[src/rtl/apb_slave_pkg.sv]
`default_nettype none
// ============================================================================
// Module      : apb_slave_pkg
// Description : Shared types and constants for the APB wait-state completer:
//               phase encoding, register addresses and STATUS bit layout.
// Revision    : 1.0 - initial release
// ============================================================================
package apb_slave_pkg;

    // Phase encoding for the completer FSM
    typedef enum logic [1:0] {
        ST_IDLE   = 2'd0,
        ST_SETUP  = 2'd1,
        ST_ACCESS = 2'd2
    } apb_state_e;

    // Control register byte addresses
    localparam int unsigned WAIT_CFG_ADDR = 32'h0000_0100;
    localparam int unsigned STATUS_ADDR   = 32'h0000_0104;

    // STATUS register layout
    localparam int STATUS_CNT_LSB   = 0;
    localparam int STATUS_CNT_W     = 16;
    localparam int STATUS_PROTO_BIT = 16;

endpackage : apb_slave_pkg
`default_nettype wire

[src/rtl/apb_wait_ctr.sv]
`default_nettype none
// ============================================================================
// Module      : apb_wait_ctr
// Description : Wait-state down-counter. Loaded with the configured wait
//               count when a transfer is set up, decremented once per stalled
//               ACCESS cycle; o_done flags that no wait states remain.
// Ports       : clk        - clock, rising edge
//               rst        - synchronous active-high reset
//               i_load     - load i_load_val (takes priority over i_dec)
//               i_load_val - wait-state count to load
//               i_dec      - decrement request (saturates at zero)
//               o_done     - counter is zero
// Revision    : 1.0 - initial release
// ============================================================================
module apb_wait_ctr #(
    parameter int WAIT_W = 4
) (
    input  logic              clk,
    input  logic              rst,
    input  logic              i_load,
    input  logic [WAIT_W-1:0] i_load_val,
    input  logic              i_dec,
    output logic              o_done
);

    logic [WAIT_W-1:0] r_cnt;

    always_ff @(posedge clk) begin
        if (rst) begin
            r_cnt <= '0;
        end else if (i_load) begin
            r_cnt <= i_load_val;
        end else if (i_dec && (r_cnt != '0)) begin
            r_cnt <= r_cnt - 1'b1;
        end
    end

    assign o_done = (r_cnt == '0);

endmodule : apb_wait_ctr
`default_nettype wire

[src/rtl/apb_wait_slave.sv]
`default_nettype none
// ============================================================================
// Module      : apb_wait_slave
// Description : APB3 completer with a word-addressed register file, a
//               programmable number of ACCESS wait states (WAIT_CFG @0x100),
//               a STATUS register (@0x104: transfer count + sticky protocol
//               error) and PSLVERR on unmapped/misaligned/illegal accesses.
// Ports       : Pclk    - APB clock          Preset  - sync active-high reset
//               Psel    - completer select   Penable - ACCESS phase
//               Paddr   - byte address       Pwrite  - 1 = write
//               Pwdata  - write data         Prdata  - read data (on Pready)
//               Pready  - transfer complete  Pslverr - error (on Pready)
// Revision    : 1.0 - initial release
// ============================================================================
module apb_wait_slave
    import apb_slave_pkg::*;
#(
    parameter int ADDR_WIDTH   = 32,
    parameter int DATA_WIDTH   = 32,
    parameter int DEPTH        = 16,
    parameter int DEFAULT_WAIT = 2,
    parameter int WAIT_W       = 4
) (
    input  logic                  Pclk,
    input  logic                  Preset,
    input  logic                  Psel,
    input  logic                  Penable,
    input  logic [ADDR_WIDTH-1:0] Paddr,
    input  logic                  Pwrite,
    input  logic [DATA_WIDTH-1:0] Pwdata,
    output logic [DATA_WIDTH-1:0] Prdata,
    output logic                  Pready,
    output logic                  Pslverr
);

    localparam int IDX_W = $clog2(DEPTH);

    // r_state records what the previous cycle established: SETUP means a
    // setup phase was just captured, so this cycle must be the first ACCESS.
    localparam logic [1:0] S_IDLE   = ST_IDLE;
    localparam logic [1:0] S_SETUP  = ST_SETUP;
    localparam logic [1:0] S_ACCESS = ST_ACCESS;

    logic [1:0]                r_state;
    logic [ADDR_WIDTH-1:0]     r_addr;
    logic                      r_write;
    logic [DATA_WIDTH-1:0]     r_wdata;
    logic [DATA_WIDTH-1:0]     r_mem [DEPTH];
    logic [WAIT_W-1:0]         r_wait_cfg;
    logic [STATUS_CNT_W-1:0]   r_xfer_cnt;
    logic                      r_proto_err;

    logic                      w_in_xfer;
    logic                      w_bus_access;
    logic                      w_setup;
    logic                      w_done;
    logic                      w_complete;
    logic                      w_stall;
    logic                      w_abort;
    logic                      w_oos;
    logic                      w_hit_wait;
    logic                      w_hit_status;
    logic                      w_hit_data;
    logic                      w_err;
    logic [IDX_W-1:0]          w_idx;
    logic [DATA_WIDTH-1:0]     w_rd_word;

    // ------------------------------------------------------------------
    // Phase qualification
    // ------------------------------------------------------------------
    assign w_in_xfer    = (r_state == S_SETUP) || (r_state == S_ACCESS);
    assign w_bus_access = Psel && Penable;
    assign w_setup      = (r_state == S_IDLE) && Psel && !Penable;
    assign w_oos        = (r_state == S_IDLE) && Penable;
    assign w_complete   = w_in_xfer && w_bus_access && w_done;
    assign w_stall      = w_in_xfer && w_bus_access && !w_done;
    // Anything other than a held ACCESS while a transfer is open kills it
    assign w_abort      = w_in_xfer && !w_bus_access;

    apb_wait_ctr #(
        .WAIT_W     (WAIT_W)
    ) u_wait_ctr (
        .clk        (Pclk),
        .rst        (Preset),
        .i_load     (w_setup),
        .i_load_val (r_wait_cfg),
        .i_dec      (w_stall),
        .o_done     (w_done)
    );

    // ------------------------------------------------------------------
    // Address decode on the values latched at SETUP. The control
    // registers are matched first so they win over the data window.
    // ------------------------------------------------------------------
    assign w_hit_wait   = (r_addr == ADDR_WIDTH'(WAIT_CFG_ADDR));
    assign w_hit_status = (r_addr == ADDR_WIDTH'(STATUS_ADDR));
    assign w_hit_data   = (r_addr[ADDR_WIDTH-1:IDX_W+2] == '0) && (r_addr[1:0] == 2'b00);
    assign w_idx        = r_addr[IDX_W+1:2];
    assign w_err        = !(w_hit_wait || (w_hit_status && !r_write) ||
                            (!w_hit_status && w_hit_data));

    always_comb begin
        w_rd_word = '0;
        if (w_hit_wait) begin
            w_rd_word[WAIT_W-1:0] = r_wait_cfg;
        end else if (w_hit_status) begin
            w_rd_word[STATUS_CNT_LSB +: STATUS_CNT_W] = r_xfer_cnt;
            w_rd_word[STATUS_PROTO_BIT]               = r_proto_err;
        end else if (w_hit_data) begin
            w_rd_word = r_mem[w_idx];
        end
    end

    assign Pready  = w_complete;
    assign Pslverr = w_complete && w_err;
    assign Prdata  = (w_complete && !r_write && !w_err) ? w_rd_word : '0;

    // ------------------------------------------------------------------
    // FSM, register file and status
    // ------------------------------------------------------------------
    always_ff @(posedge Pclk) begin
        if (Preset) begin
            r_state     <= S_IDLE;
            r_addr      <= '0;
            r_write     <= 1'b0;
            r_wdata     <= '0;
            r_wait_cfg  <= WAIT_W'(DEFAULT_WAIT);
            r_xfer_cnt  <= '0;
            r_proto_err <= 1'b0;
            for (int i = 0; i < DEPTH; i++) begin
                r_mem[i] <= '0;
            end
        end else begin
            case (r_state)
                S_IDLE: begin
                    if (w_setup) begin
                        r_state <= S_SETUP;
                        r_addr  <= Paddr;
                        r_write <= Pwrite;
                        r_wdata <= Pwdata;
                    end else if (w_oos) begin
                        r_proto_err <= 1'b1;
                    end
                end
                S_SETUP, S_ACCESS: begin
                    if (w_abort) begin
                        r_proto_err <= 1'b1;
                        r_state     <= S_IDLE;
                    end else if (w_complete) begin
                        // Back-to-back SETUP is picked up from IDLE next cycle
                        r_state    <= S_IDLE;
                        r_xfer_cnt <= r_xfer_cnt + 1'b1;
                        if (r_write && !w_err) begin
                            if (w_hit_wait) begin
                                r_wait_cfg <= r_wdata[WAIT_W-1:0];
                            end else begin
                                r_mem[w_idx] <= r_wdata;
                            end
                        end
                    end else begin
                        r_state <= S_ACCESS;
                    end
                end
                default: r_state <= S_IDLE;
            endcase
        end
    end

endmodule : apb_wait_slave
`default_nettype wire

[config.mk]
export PLATFORM = sky130hd
export DESIGN_NAME = apb_wait_slave
export DESIGN_NICKNAME = d
export VERILOG_FILES = /design/src/rtl/apb_slave_pkg.sv /design/src/rtl/apb_wait_ctr.sv /design/src/rtl/apb_wait_slave.sv
export SDC_FILE = /design/constraint.sdc
export NUM_CORES = 1
export LEC_CHECK = 0
export BUFFER_PORTS_ARGS = -buffer_cell sky130_fd_sc_hd__clkbuf_2
export CAP_MARGIN = 20
export CORE_MARGIN = 3
export CORE_UTILIZATION = 40
export DETAILED_ROUTE_END_ITERATION = 16
export GPL_ROUTABILITY_DRIVEN = 0
export GPL_TIMING_DRIVEN = 0
export HOLD_SLACK_MARGIN = 0.05
export PLACE_DENSITY_LB_ADDON = 0.1
export SLEW_MARGIN = 40
export SYNTH_ARGS = -nofsm -noshare
export SYNTH_HDL_FRONTEND = slang
export SYNTH_SLANG_ARGS = --single-unit
[constraint.sdc]
create_clock -name Pclk -period 12.4 [get_ports Pclk]
set_input_delay 0 -clock Pclk [delete_from_list [all_inputs] [get_ports Pclk]]
set_output_delay 0 -clock Pclk [all_outputs]
set_load 0.01 [all_outputs]
==> run summary <==
Register bit total from synthesis = 608
CTS tree = done
GRT overflow = 0
Syn Inst Count = 2112
Via Count = 20687
Detailed-route wire length per cell = 31.3 µm
Post-synthesis sequential area ratio = 63.8%
Share of post-route cells with drive strength above 1 = 19.5%
Count of final setup violators = 0
Core ar. = 66500 µm²
Critical path peak fanout = 10
Vias per cell = 6.25
Final setup margin = 7.97 ns
Clock latency on the worst-skew pair = 0.61 ns
Die H = 266 µm
Top delay family on crit path = simple AND/OR/NAND/NOR gates
Starting Density = 40.8%
CTS root buf = clkbuf_16
Crit path time final = 4.43 ns
Post-CTS Resized = 0
Buf/Inv on CP = 5
Max incr delay on CP = 0.63 ns
DP Area = 29700 µm²
Total CTS buffers = 70
Synth Flop Type = edfxtp_1
CP Capture Type = flop
Commonest non-fill, non-tap cell in the layout = nor3_1
Die Area = 71000 µm²
First-pass GRT wire length = 148000 µm
Max VDD drop = 128 µV
DRT iter0 DRCs = 2540
Clk_skew = 0.0226 ns
1st-pass router iterations = 5
Die width = 266 µm
FMAX = 226 MHz
Pwr Density = 146 nW/µm²
N_diodes = 0
RSZ-0062 raised after global routing = false
Cell with the largest stage delay on the worst path = nor3b_2
Slew @ Worst Pin = 0.969 ns
Worst hold path class = input pin to flop
Leakage = 0.0103 µW
Clk buf depth = 3
Most frequent cells in the layout = 522 x nor3_1, 512 x edfxtp_1, 286 x nand2_1, 156 x clkbuf_1, 143 x clkbuf_2
Fill count = 5901
Routed wire length = 104000 µm
P&R area growth vs syn = 20.4%
Max-slew headroom = 35.4%
Initial antenna violation count = 1
Post-layout net count = 2467
Synth async-reset ratio = 0%
Cell Area, Synth = 27100 µm²
Total of max-cap violations = 0
CP cell instances = inv_1 > ha_1 > nor3b_2 > and4_1 > nand4_1 > clkbuf_2 > clkbuf_2 > o21ai_4 > buf_8 > buf_6
Placement Setup Slack = 7.96 ns
Syn_nets = 2184
Number of synthesized flops with an enable pin = 512
Worst path arrival time = 4.73 ns
Tot GR Track Use = 29.5%
Dpl hpwl = 73900 µm
CP dominant cell by count = clkbuf_2
Final number of hold-violating endpoints = 0
Syn_area_per_cell = 12.8 µm²
Period Utilization, post-route = 35.7%
Cell variety after synth = 50
DRT antenna net count = 0
Status = finished clean
Clock-pin transition on the worst setup and hold timing paths = 0.06 ns
Largest net degree at the start of global routing = 15
Vias in the first global route = 20833
Remaining routing DRC violations = 0
Setup Crit Path Kind = flop to flop
Final Max Tran Viols = 0
H-tree levels = 3
TNS Setup = 0 ns
Cell row count = 94
Post-route total power = 4760 µW
Input/output buffers = 101
Startpoint types = flop
Finished layout cell area = 32600 µm²
Clock sink count = 608
Critical Path RT = 12.70 ns
Ports = 103
Yosys warns = 0
==> power by group <==
| part | internal (µW) | switching [µW] |
|---|---|---|
| Sequential | 2280 | 31.6 |
| Combinational | 139 | 259 |
| Clock | 1220 | 830 |
==> flip-flops by register name (all words and copies together), names as in the netlist, named ones only <==
register and count:
r_mem 512, r_addr 32, r_wdata 32, r_xfer_cnt 16, r_wait_cfg 4, u_wait_ctr.r_cnt 4, r_state 2, r_proto_err 1
r_write 1
==> final cells by class <==
cell class / count / area [µm²] / area share, %
Tap cell: 864 / 1080 / 3.31
Timing Repair Buffer: 211 / 1940 / 5.95
Clock buffer: 106 / 2100 / 6.43
Multi-Input combinational cell: 1256 / 9040 / 27.7
Clock inverter: 17 / 156 / 0.479
Inverter: 41 / 154 / 0.471
Buffer: 207 / 875 / 2.68
Sequential cell: 608 / 17300 / 53.0
==> tightest hold or removal path: cells and delay by family <==
family,cells,cell delay (ns)
buffers and inverters,2,0.55
AO/OA/AOI/OAI,1,0.16
==> through the flow <==
stage	utilization [%]	hold WS, ns	cells
after CTS	49.1	0.104	3310
after detailed placement	44.7	0.229	3119
after floorplan	-	0.136	2112
after global placement	43.2	0.223	3077
final	49.1	0.155	3310
after global routing	49.1	0.156	3310
==> worst paths after layout <==
check	from	end	slack (ns)	depth (start not counted)
setup reg to reg	u_wait_ctr.r_cnt[0]	r_mem[1][14]	7.97	10
setup / recovery	u_wait_ctr.r_cnt[0]	r_mem[1][14]	7.97	10
hold reg to reg	r_addr[7]	r_addr[7]	0.45	2
hold / removal	Preset	r_addr[18]	0.16	3
==> timing repair <==
action	in CTS	in global routing
buffers inserted	0	0
endpoints found under the hold margin	72	0
hold buffers	68	0
==> synthesized netlist by cell type (all sizes together) (2+ instances only) <==
cell type,n,area share (%)
nor4,14,0.32
a31oi,2,0.046
o2bb2ai,13,0.42
inv,41,0.57
and4,4,0.13
o31ai,7,0.19
mux2,5,0.21
nor2b,28,0.65
and2,4,0.092
a21oi,85,1.6
or3,7,0.16
or3b,2,0.065
or4,6,0.18
mux2i,2,0.074
ha,3,0.14
nand3,10,0.18
and3,4,0.092
nor3,522,9.6
mux4,142,12
xnor2,3,0.097
clkbuf,181,2.5
nand4,12,0.28
nand2,286,4.0
dfxtp,96,7.1
a211oi,7,0.21
nor2,12,0.17
buf,26,0.52
edfxtp,512,57
o21ai,33,0.61
a22o,13,0.42
xor2,2,0.065
nand2b,3,0.069
a221oi,14,0.45
==> routing by layer <==
metal | wire (µm) | track usage (%) | up-vias
li1 | - | - | 8657
met1 | 41400 | 40.2 | 10496
met2 | 46700 | 45.1 | 1261
met3 | 10200 | 6.39 | 273
met4 | 5340 | 14.1 | 0
met5 | 0 | 0 | -
==> logic make-up (layout without fill, tap and decap cells) <==
kind of cell / Yosys count / in the layout / share of synthesized area [%]
buf+inv: 248 / 582 / 3.59
fa+ha+maj: 3 / 3 / 0.138
compound gates: 179 / 179 / 4.07
simple gates: 920 / 920 / 16.2
mux: 149 / 149 / 12.1
flops: 608 / 608 / 63.8
xor+xnor: 5 / 5 / 0.162
(Power assumes the default switching activity.)
